==> src/rtl/latch_write_ctrl.sv <==
// Write sequencer for transparent D/enable latches: SETUP -> OPEN -> HOLD around a captured din.
// Optional LATCH_WRITE_CTRL_READBACK_EN adds lat_q readback and a wr_err pulse alongside done.
module latch_write_ctrl #(
   parameter int unsigned DATA_W    = 8,
   parameter int unsigned SETUP_CYC = 1,
   parameter int unsigned OPEN_CYC  = 2,
   parameter int unsigned HOLD_CYC  = 1
) (
   input  logic              clk,
   input  logic              rst,
   input  logic              req_valid,
   input  logic [DATA_W-1:0] req_data,
   output logic              req_ready,
   output logic [DATA_W-1:0] lat_din,
   output logic              lat_en,
   output logic              busy,
`ifdef LATCH_WRITE_CTRL_READBACK_EN
   input  logic [DATA_W-1:0] lat_q,
   output logic              wr_err,
`endif
   output logic              done
);

   localparam int unsigned MAX_SO  = (SETUP_CYC > OPEN_CYC) ? SETUP_CYC : OPEN_CYC;
   localparam int unsigned MAX_CYC = (MAX_SO > HOLD_CYC) ? MAX_SO : HOLD_CYC;
   localparam int unsigned CNT_W   = $clog2(MAX_CYC + 1);

   // Counters load len-1 on state entry and the state exits when they reach zero
   localparam logic [CNT_W-1:0] SETUP_LD = (SETUP_CYC != 0) ? CNT_W'(SETUP_CYC - 1) : '0;
   localparam logic [CNT_W-1:0] OPEN_LD  = (OPEN_CYC  != 0) ? CNT_W'(OPEN_CYC - 1)  : '0;
   localparam logic [CNT_W-1:0] HOLD_LD  = (HOLD_CYC  != 0) ? CNT_W'(HOLD_CYC - 1)  : '0;

   if (OPEN_CYC < 1) begin : g_open_check
      $error("latch_write_ctrl: OPEN_CYC must be >= 1");
   end

   typedef enum logic [1:0] {S_IDLE, S_SETUP, S_OPEN, S_HOLD} state_t;

   state_t            state, state_n;
   logic [CNT_W-1:0]  cnt, cnt_n;
   logic [DATA_W-1:0] din_n;
   logic              en_n, busy_n, ready_n, done_n;

   // State and registered outputs
   always_ff @(posedge clk or posedge rst) begin
      if (rst) begin
         state     <= S_IDLE;
         cnt       <= '0;
         lat_din   <= '0;
         lat_en    <= 1'b0;
         busy      <= 1'b0;
         req_ready <= 1'b1;
         done      <= 1'b0;
      end else begin
         state     <= state_n;
         cnt       <= cnt_n;
         lat_din   <= din_n;
         lat_en    <= en_n;
         busy      <= busy_n;
         req_ready <= ready_n;
         done      <= done_n;
      end
   end

   // Next state, counter and output values
   always_comb begin
      state_n = state;
      cnt_n   = cnt;
      din_n   = lat_din;
      done_n  = 1'b0;
      case (state)
         S_IDLE: begin
            if (req_valid) begin
               din_n = req_data;
               if (SETUP_CYC != 0) begin
                  state_n = S_SETUP;
                  cnt_n   = SETUP_LD;
               end else begin
                  state_n = S_OPEN;
                  cnt_n   = OPEN_LD;
               end
            end
         end
         S_SETUP: begin
            if (cnt == '0) begin
               state_n = S_OPEN;
               cnt_n   = OPEN_LD;
            end else begin
               cnt_n = cnt - CNT_W'(1);
            end
         end
         S_OPEN: begin
            if (cnt == '0) begin
               if (HOLD_CYC != 0) begin
                  state_n = S_HOLD;
                  cnt_n   = HOLD_LD;
               end else begin
                  state_n = S_IDLE;
                  done_n  = 1'b1;
               end
            end else begin
               cnt_n = cnt - CNT_W'(1);
            end
         end
         S_HOLD: begin
            if (cnt == '0) begin
               state_n = S_IDLE;
               done_n  = 1'b1;
            end else begin
               cnt_n = cnt - CNT_W'(1);
            end
         end
         default: state_n = S_IDLE;
      endcase
      en_n    = (state_n == S_OPEN);
      busy_n  = (state_n != S_IDLE);
      ready_n = (state_n == S_IDLE);
   end

`ifdef LATCH_WRITE_CTRL_READBACK_EN
   logic err_pend, err_pend_n, wr_err_n;

   // Compare on the last OPEN cycle; report together with done
   always_comb begin
      err_pend_n = err_pend;
      wr_err_n   = 1'b0;
      if (state == S_OPEN && cnt == '0) begin
         err_pend_n = (lat_q != lat_din);
         if (HOLD_CYC == 0) wr_err_n = (lat_q != lat_din);
      end
      if (state == S_HOLD && cnt == '0) wr_err_n = err_pend;
   end

   always_ff @(posedge clk or posedge rst) begin
      if (rst) begin
         err_pend <= 1'b0;
         wr_err   <= 1'b0;
      end else begin
         err_pend <= err_pend_n;
         wr_err   <= wr_err_n;
      end
   end
`endif

endmodule

==> config.mk <==
export PLATFORM = sky130hd
export DESIGN_NAME = latch_write_ctrl
export DESIGN_NICKNAME = d
export VERILOG_FILES = /design/src/rtl/latch_write_ctrl.sv
export SDC_FILE = /design/constraint.sdc
export NUM_CORES = 1
export LEC_CHECK = 0
export BUFFER_PORTS_ARGS = -buffer_cell sky130_fd_sc_hd__buf_2
export CAP_MARGIN = 10
export CORE_MARGIN = 2
export CORE_UTILIZATION = 51
export DETAILED_ROUTE_END_ITERATION = 7
export PLACE_DENSITY = 0.91
export SLEW_MARGIN = 30
export SYNTH_ARGS = -nofsm -noshare
export SYNTH_HDL_FRONTEND = slang
export SYNTH_SLANG_ARGS = --single-unit
==> constraint.sdc <==
create_clock -name clk -period 3.97 [get_ports clk]
set_input_delay 0.794 -clock clk [delete_from_list [all_inputs] [get_ports clk]]
set_output_delay 0.794 -clock clk [all_outputs]
set_load 0.03 [all_outputs]
* Yosys cells after proc, flatten, opt, wreduce, memory -nomap -nowiden
Cells that the tools add are included.
** Storage, ports and cells
- Output and inout bits :: 12
- Memories :: 0
- Bits in writable memories :: 0
- Bits in read-only memories :: 0
- Logic and storage cells :: 32
- Latch bits :: 0
- Input bits :: 11
- Register bits after elaboration :: 16
** Cells by class
- Bitwise gates (word level) :: 0
- Reductions and logical operators :: 6
- Muxes and demuxes :: 12
- Eq/ne operators :: 6
- Divide/modulo/power cells :: 0
- Add/subtract/negate cells :: 1
- $mul :: 0
- Magnitude comparators :: 0
- Shifts and indexed selects :: 0
** Operator list (number)
- $mux W2 :: 8
- $pmux W2 S4 :: 2
- $eq A2 B2 Y1 const B :: 3
- $logic_not A2 Y1 :: 3
- $ne A2 B2 Y1 const B :: 2
- $reduce_and A2 Y1 :: 2
- $eq A2 B1 Y1 const B :: 1
- $mux W1 :: 2
- $reduce_bool A2 Y1 :: 1
- $sub A2 B1 Y2 const B :: 1

* Depth between registers and ports, before layout
Gate-level depths: netlist of the first run.
- Depth in word-level cells :: 4
- Gate-level depth with buffers :: 5
- Gate-level depth less buffers :: 5

* Worst setup path after synthesis of the first run
OpenSTA, ideal clock, no wires.
- Path type :: input -> register
- From :: in req_valid
- To :: reg lat_din[0]
- Required time :: 3.845 ns
- Arrival time :: 1.476 ns
- Path buffers :: 0
- Slack :: 2.369 ns
- Cell stages on the path :: 2
- Setup time :: 0.125 ns
- Cell sequence :: nor3b_4 > mux2_2
** Between the ends
- Longest elaborated chain between the ends :: 1
** RTL lines
- start, declared :: line 11 : input logic req_valid,
- $reduce_and A2 Y1 (no line)
- end signal, assigned :: line 57 : lat_din <= din_n;
- end, declared :: line 14 : output logic [DATA_W-1:0] lat_din,
No other way between the ends.
A chain may end at the register's enable or synchronous reset.

* Final worst setup path of the first run
- From :: reg req_ready
- To :: out req_ready
** RTL lines
- start, declared :: line 13 : output logic req_ready,
- start signal, assigned :: line 60 : req_ready <= ready_n;
No word-level cell between the ends.

==> results.yml, run 1 <==
setup_path:
  cp_cell_sequence: "buf_2"
  r2r-end: "cnt[1]$_DFFE_PP0P_"
  critPathCaptureType: "output port"
  regToRegStartpoint: "cnt[0]$_DFFE_PP0P_"
  cp_slowest_stage_delay_ns: 0.53
  cpMaxStageDelayCell: "sky130_fd_sc_hd__dfstp_2"
  worst_ep_arrival_time_ns: 0.99
  nature_of_the_critical_path_startpoint: "flip-flop"
  setup.worst_path.class: "flip-flop to output port"
  worst-r2r-setup-slack_ns: 2.37
  cp.required_ns: 3.18
  critical-path-top-delay-family: "flip-flops"
  worstRegToRegCells: 5
  critical_path_buf_inv_count: 1
  cp_max_fo: 1
final_layout:
  finalCoreUtilization_pct: 65.2
  mostFrequentLayoutCells: "sky130_fd_sc_hd__buf_2, sky130_fd_sc_hd__dfrtp_1, sky130_fd_sc_hd__mux2_2, sky130_fd_sc_hd__inv_1"
  layout.cell_area.non_filler_um2: 848
  nNetsFinal: 91
  drive_above_1_share_pct: 51.3
  n_antenna_cell: 0
  layout_commonest_cell: "sky130_fd_sc_hd__buf_2"
  fillCellCount: 101
  layout-area-overhead-vs-synth_pct: 20.2
detailed_routing:
  number_of_nets_with_antenna_violations_after_routing: 0
  first_iter_violations: 2
  first_pass_iters: 4
  drt-wirelength-per-cell_um: 11.7
  drt-vias-per-instance: 5.02
  detail_route.wirelength_mm: 1.07
  total_via_count_after_detailed_routing: 457
  drc_errors: 0
logic_synthesis:
  synthCells: 52
  avgSynthCellArea_um2: 13.6
  library_cell_occupying_the_most_area_in_the_post_synthesis_netlist: "sky130_fd_sc_hd__dfrtp_1"
  yosysSeqAreaShare_pct: 56.9
  synth_fp_nets: 66
  syn_area_um2: 706
  synth.top_cells.by_area: "sky130_fd_sc_hd__dfrtp_1, sky130_fd_sc_hd__mux2_2, sky130_fd_sc_hd__ha_1"
  yosys_warning_count: 0
  synth-seq-cells: 16
  synth_largest_type_area_fraction_pct: 53.2
  post_synth_num_cell_types: 21
min_path:
  worstHoldEndpoint: "lat_din[1]$_DFFE_PP0P_"
  min-delay-start: "lat_din[1]$_DFFE_PP0P_"
  hp-class: "flip-flop to flip-flop"
  whs_path_depth: 1
pwr:
  ir_worst_vdd_mv: 0.572
  power_per_cell_area_nw_per_um2: 938
  power.static_leakage_nw: 0.422
clock_tree:
  insertion_delay_ns: 0.28
  clock_tree.root_cell: "sky130_fd_sc_hd__clkbuf_4"
  cts_post_setup_buffers_inserted: 0
  clkSlewWorstSetupHoldPaths_ns: 0.09
  tritoncts_num_sinks: 16
  holdBufCountCts: 0
  tritoncts: "yes"
  number_of_clock_buffers_inserted_by_tritoncts: 3
  htree_num_levels: 1
  post_cts.resized_instances: 0
  clockBufferDepth: 2
grt:
  initial_antenna_violation_count: 0
  grt_max_degree: 17
  gr-total-overflow: 0
  grt_pass1_vias: 440
  track_usage_pct: 16.5
  grt_pass1_wl_mm: 1.73
sta:
  rsz0062_at_grt: "no"
  final.hold.worst_slack_ns: 0.505
  report.final.slew_viol_count: 0
  transition_time_of_the_tightest_slew_check_pin_ns: 0.571
  period_minus_slack_ns: 1.78
  final_min_period_over_clock_period_pct: 44.9
  timing.clock.skew_ns: 0.00165
  worst_slack_ns: 2.19
  hold_violations: 0
  clock.fmax_mhz: 561
  timing.max_slew.rel_slack_pct: 61.9
  tns_ns: 0
  finalSetupViolCount: 0
placed_design:
  dp_slack_ns: 2.15
  placed_area_um2: 812
  gpl.final_weighted_congestion: 0.728
  place.port_buffers: 22
  hpwl_um: 850
die:
  dieHeight_um: 41.2
  chipWidth_um: 41.2
  floorplan.initialDensity_pct: 54.2
  floorplan.die_area_um2: 1700
  floorplan.io_pins: 23
  core_area_um2: 1300
  core.rowCount: 13
outcome:
  run_status: "complete, no violations"
run:
  max-cap-violations: 0
## metal layers
| metal | part of all wire, % | wire length, um | vias to the layer above | track usage, % |
|---|---|---|---|---|
| met5 | 0 | 0 | - | 0 |
| met4 | 1.8 | 19 | 0 | 7.26 |
| met3 | 11 | 121 | 3 | 7.07 |
| met2 | 46 | 487 | 23 | 28.9 |
| met1 | 41 | 439 | 205 | 16.9 |
| li1 | - | - | 226 | - |
## area by class of cell
class	count	area (um^2)	share of cell area, %
tap	15	18.8	2.21
clock buffer	4	36.3	4.28
timing repair buffer	22	110	13.0
multi-input combinational	30	267	31.4
sequential	16	402	47.3
inverter	4	15.0	1.77
## report_power, final
group	switching [mW]	internal, mW	leakage (nW)	total (mW)
clock	0.0483	0.0558	0.0210	0.104
sequential	0.0620	0.247	0.191	0.309
combinational	0.227	0.156	0.210	0.383
total	0.337	0.458	0.422	0.795
## how the worst max path moves through the flow
stage                                   start  cells past startpoint                      to
final                     req_ready$_DFF_PP1_                      1               req_ready
after global routing      req_ready$_DFF_PP1_                      1               req_ready
after CTS                 req_ready$_DFF_PP1_                      1               req_ready
after detailed placement            req_valid                      3  lat_din[6]$_DFFE_PP0P_
after global placement              req_valid                      3  lat_din[5]$_DFFE_PP0P_
after floorplan                     req_valid                      2  lat_din[0]$_DFFE_PP0P_
## synthesized netlist by cell type
cell type,count
sky130_fd_sc_hd__nor3b_1,1
sky130_fd_sc_hd__ha_1,3
sky130_fd_sc_hd__nor2b_1,1
sky130_fd_sc_hd__nand2_1,2
sky130_fd_sc_hd__mux2_2,8
sky130_fd_sc_hd__nand3b_1,1
sky130_fd_sc_hd__nor2_1,1
sky130_fd_sc_hd__nand3_1,2
sky130_fd_sc_hd__o21a_1,1
sky130_fd_sc_hd__or2_4,1
sky130_fd_sc_hd__and2_2,1
sky130_fd_sc_hd__nor3b_4,1
sky130_fd_sc_hd__nor3_1,2
sky130_fd_sc_hd__dfstp_2,1
sky130_fd_sc_hd__dfrtp_1,15
sky130_fd_sc_hd__xor2_1,2
sky130_fd_sc_hd__and3_4,1
sky130_fd_sc_hd__o21ai_0,1
sky130_fd_sc_hd__a221o_1,1
sky130_fd_sc_hd__buf_6,2
sky130_fd_sc_hd__inv_1,4
## stage by stage
stage               power, mW  instances
finish                  0.795         91
global route            0.862         91
CTS                     0.806         91
detailed placement      0.703         87
global placement        0.683         87
floorplan               0.623         52
## state kept, by name (all words and copies together), names as in the netlist
register and count:
lat_en 1, cnt 2, lat_din 8, busy 1, state 2, req_ready 1
done 1
## kinds of logic after synthesis
family                   Yosys count  synth area share [%]
multiplexers                       8                  12.8
AO/OA/AOI/OAI                      3                  3.19
AND/OR/NAND/NOR                   14                  14.0
XOR/XNOR                           2                  2.48
buffers and inverters              6                  5.32
flip-flops                        16                  56.9
adder cells (fa/ha/maj)            3                  5.32
No activity file was read; power rests on OpenSTA's default activity.
==> run 2, diff against run 1 <==
Settings changed: ABC_AREA set to 1, CORE_UTILIZATION 51 to 44, PLACE_DENSITY 0.91 to 0.84.
Clock period 3.97 ns to 1.5 ns, I/O delays scaled along.
==> results.yml, run 2 <==
logic_synthesis:
  synth_fp_nets: 98
  syn_area_um2: 764
  yosys_warning_count: 0
  main_combinational_cell_family_by_area_after_synthesis: "simple AND/OR/NAND/NOR gates"
  synth_largest_type_area_fraction_pct: 49.1
  synth_fa_ha_area_share_pct: 4.91
  postSynth.asyncResetShare_pct: 100
  synth-seq-cells: 16
  synthFlopType: "sky130_fd_sc_hd__dfrtp_1"
  synth-xor-area-share_pct: 0
  synth.most_common_cell: "sky130_fd_sc_hd__nand2_1"
  synth.top_cells.by_area: "sky130_fd_sc_hd__dfrtp_1, sky130_fd_sc_hd__nand2_1, sky130_fd_sc_hd__nand3_1"
  yosysSeqAreaShare_pct: 52.5
  synth_simple_gate_area_share_pct: 28.6
  synthCells: 84
  post_synth_num_cell_types: 17
  synth_compound_gate_area_share_pct: 4.09
  synth.mux.area_fraction_pct: 0
  synth_commonest_cells: "sky130_fd_sc_hd__nand2_1, sky130_fd_sc_hd__dfrtp_1, sky130_fd_sc_hd__nand3_1"
  library_cell_occupying_the_most_area_in_the_post_synthesis_netlist: "sky130_fd_sc_hd__dfrtp_1"
  synth_edf_count: 0
  avgSynthCellArea_um2: 9.10
setup_path:
  cp.required_ns: 1.68
  worst_ep_arrival_time_ns: 1.53
  setup.worst_path.class: "flip-flop to flip-flop"
  cp_cell_sequence: "inv_1, ha_2, nand3_1, nand2_2, inv_2, nand2_1, nand2_1"
  cp_max_fo: 6
  crit_top_cell: "sky130_fd_sc_hd__nand2_1"
  critPathCaptureType: "flip-flop"
  cp_slowest_stage_delay_ns: 0.41
  cpMaxStageDelayCell: "sky130_fd_sc_hd__dfrtp_1"
  nature_of_the_critical_path_startpoint: "flip-flop"
final_layout:
  regMostFlops: "lat_din"
  registers_with_the_most_flip_flops: "lat_din: 8 flops, cnt: 2 flops, state: 2 flops"
  layout.area.seq_um2: 402
  layout.cell_area.non_filler_um2: 902
  nNetsFinal: 123
  layout_commonest_cell: "sky130_fd_sc_hd__nand2_1"
  drive_above_1_share_pct: 32.4
  mostFrequentLayoutCells: "sky130_fd_sc_hd__nand2_1, sky130_fd_sc_hd__buf_2, sky130_fd_sc_hd__nand3_1, sky130_fd_sc_hd__dfrtp_1, sky130_fd_sc_hd__inv_1"
  layout-area-overhead-vs-synth_pct: 18.0
  multiInputGateArea_um2: 290
  largest_register_ffs: 8
  fillCellCount: 140
  n_antenna_cell: 0
sta:
  rsz0062_at_grt: "no"
  final_min_period_over_clock_period_pct: 90.3
  period_minus_slack_ns: 1.35
  report.final.slew_viol_count: 0
  timing.max_slew.rel_slack_pct: 61.5
  final.hold.worst_slack_ns: 0.0498
  clock.fmax_mhz: 739
  finalSetupViolCount: 0
  hold_violations: 0
  tns_ns: 0
  transition_time_of_the_tightest_slew_check_pin_ns: 0.577
  timing.clock.skew_ns: 0.0116
  worst_slack_ns: 0.146
detailed_routing:
  detail_route.wirelength_mm: 1.39
  first_pass_iters: 4
  drc_errors: 0
  first_iter_violations: 8
  number_of_nets_with_antenna_violations_after_routing: 0
  total_via_count_after_detailed_routing: 612
  drt-vias-per-instance: 4.90
  drt-wirelength-per-cell_um: 11.1
clock_tree:
  clockBufferDepth: 2
  clkSlewWorstSetupHoldPaths_ns: 0.09
  tritoncts: "yes"
  htree_num_levels: 1
  holdBufCountCts: 0
  insertion_delay_ns: 0.29
  clock_tree.root_cell: "sky130_fd_sc_hd__clkbuf_4"
  number_of_clock_buffers_inserted_by_tritoncts: 3
  tritoncts_num_sinks: 16
  cts_post_setup_buffers_inserted: 0
  post_cts.resized_instances: 0
grt:
  grt_max_degree: 17
  grt_pass1_wl_mm: 2.10
  initial_antenna_violation_count: 0
  grt_pass1_vias: 533
  gr-total-overflow: 0
  track_usage_pct: 14.5
pwr:
  power_per_cell_area_nw_per_um2: 2310
  ir_worst_vdd_mv: 0.701
  design_power_total_mw: 2.08
  power.static_leakage_nw: 0.514
placed_design:
  placed_area_um2: 873
  gpl.final_weighted_congestion: 0.769
  hpwl_mm: 1.10
  dp_slack_ns: 0.0997
  place.port_buffers: 22
die:
  chipWidth_um: 45.7
  floorplan.io_pins: 23
  floorplan.initialDensity_pct: 45.8
  core_area_um2: 1670
  dieHeight_um: 45.7
  floorplan.die_area_um2: 2090
  core.rowCount: 15
outcome:
  run_status: "complete, no violations"
run:
  max-cap-violations: 0
min_path:
  hp-class: "primary input to asynchronous set/reset pin"
## run 2: final cells by class
cell class / count / share of cell area, %
inverters: 12 / 4.99
clock buffers: 4 / 2.91
well taps: 17 / 2.36
repair buffers: 23 / 13.0
flip-flops and latches: 16 / 44.5
multi-input cells: 53 / 32.2
## run 2: logic make-up (layout without fill, tap and decap cells)
group	Yosys count	after routing
flip-flops	16	16
AO/OA/AOI/OAI	3	3
AND/OR/NAND/NOR	47	47
adder cells (fa/ha/maj)	3	3
buffers and inverters	15	39
## run 2: metrics by stage
step / utilization (%) / std cells
floorplan: - / 84
global route: 54.0 / 125
global placement: 52.3 / 121
CTS: 53.9 / 125
finish: 54.0 / 125
detailed placement: 52.3 / 121
## run 2: final timing paths
kind	from	to	slack, ns	cells after the start
setup / recovery	cnt[0]$_DFFE_PP0P_	cnt[0]$_DFFE_PP0P_	0.15	7
hold / removal	rst	lat_din[3]$_DFFE_PP0P_	0.05	2
setup reg to reg	cnt[0]$_DFFE_PP0P_	cnt[0]$_DFFE_PP0P_	0.15	7
hold reg to reg	lat_din[7]$_DFFE_PP0P_	lat_din[7]$_DFFE_PP0P_	0.47	2
max in group asynchronous	rst	req_ready$_DFF_PP1_	1.06	2
min in group clk	req_data[3]	lat_din[3]$_DFFE_PP0P_	0.24	3
## run 2: worst max-delay path: cells and delay by family (launching register included)
family,cells,cell delay [ns]
fa+ha+maj,1,0.26
buf+inv,2,0.17
flops,1,0.41
simple gates,4,0.40
## run 2: where the power goes
| part | total, mW | leakage [nW] | internal (mW) | switching [mW] |
|---|---|---|---|---|
| Clock | 0.233 | 0.0150 | 0.103 | 0.130 |
| Combinational | 1.09 | 0.302 | 0.341 | 0.745 |
| Sequential | 0.762 | 0.197 | 0.630 | 0.132 |
## run 2: metal layers
metal	global-route usage, %	share of wire [%]	up-vias
li1	-	-	309
met1	14.8	40	278
met2	27.0	53	20
met3	1.19	3.6	5
met4	10.6	3.1	0
met5	0	0	-
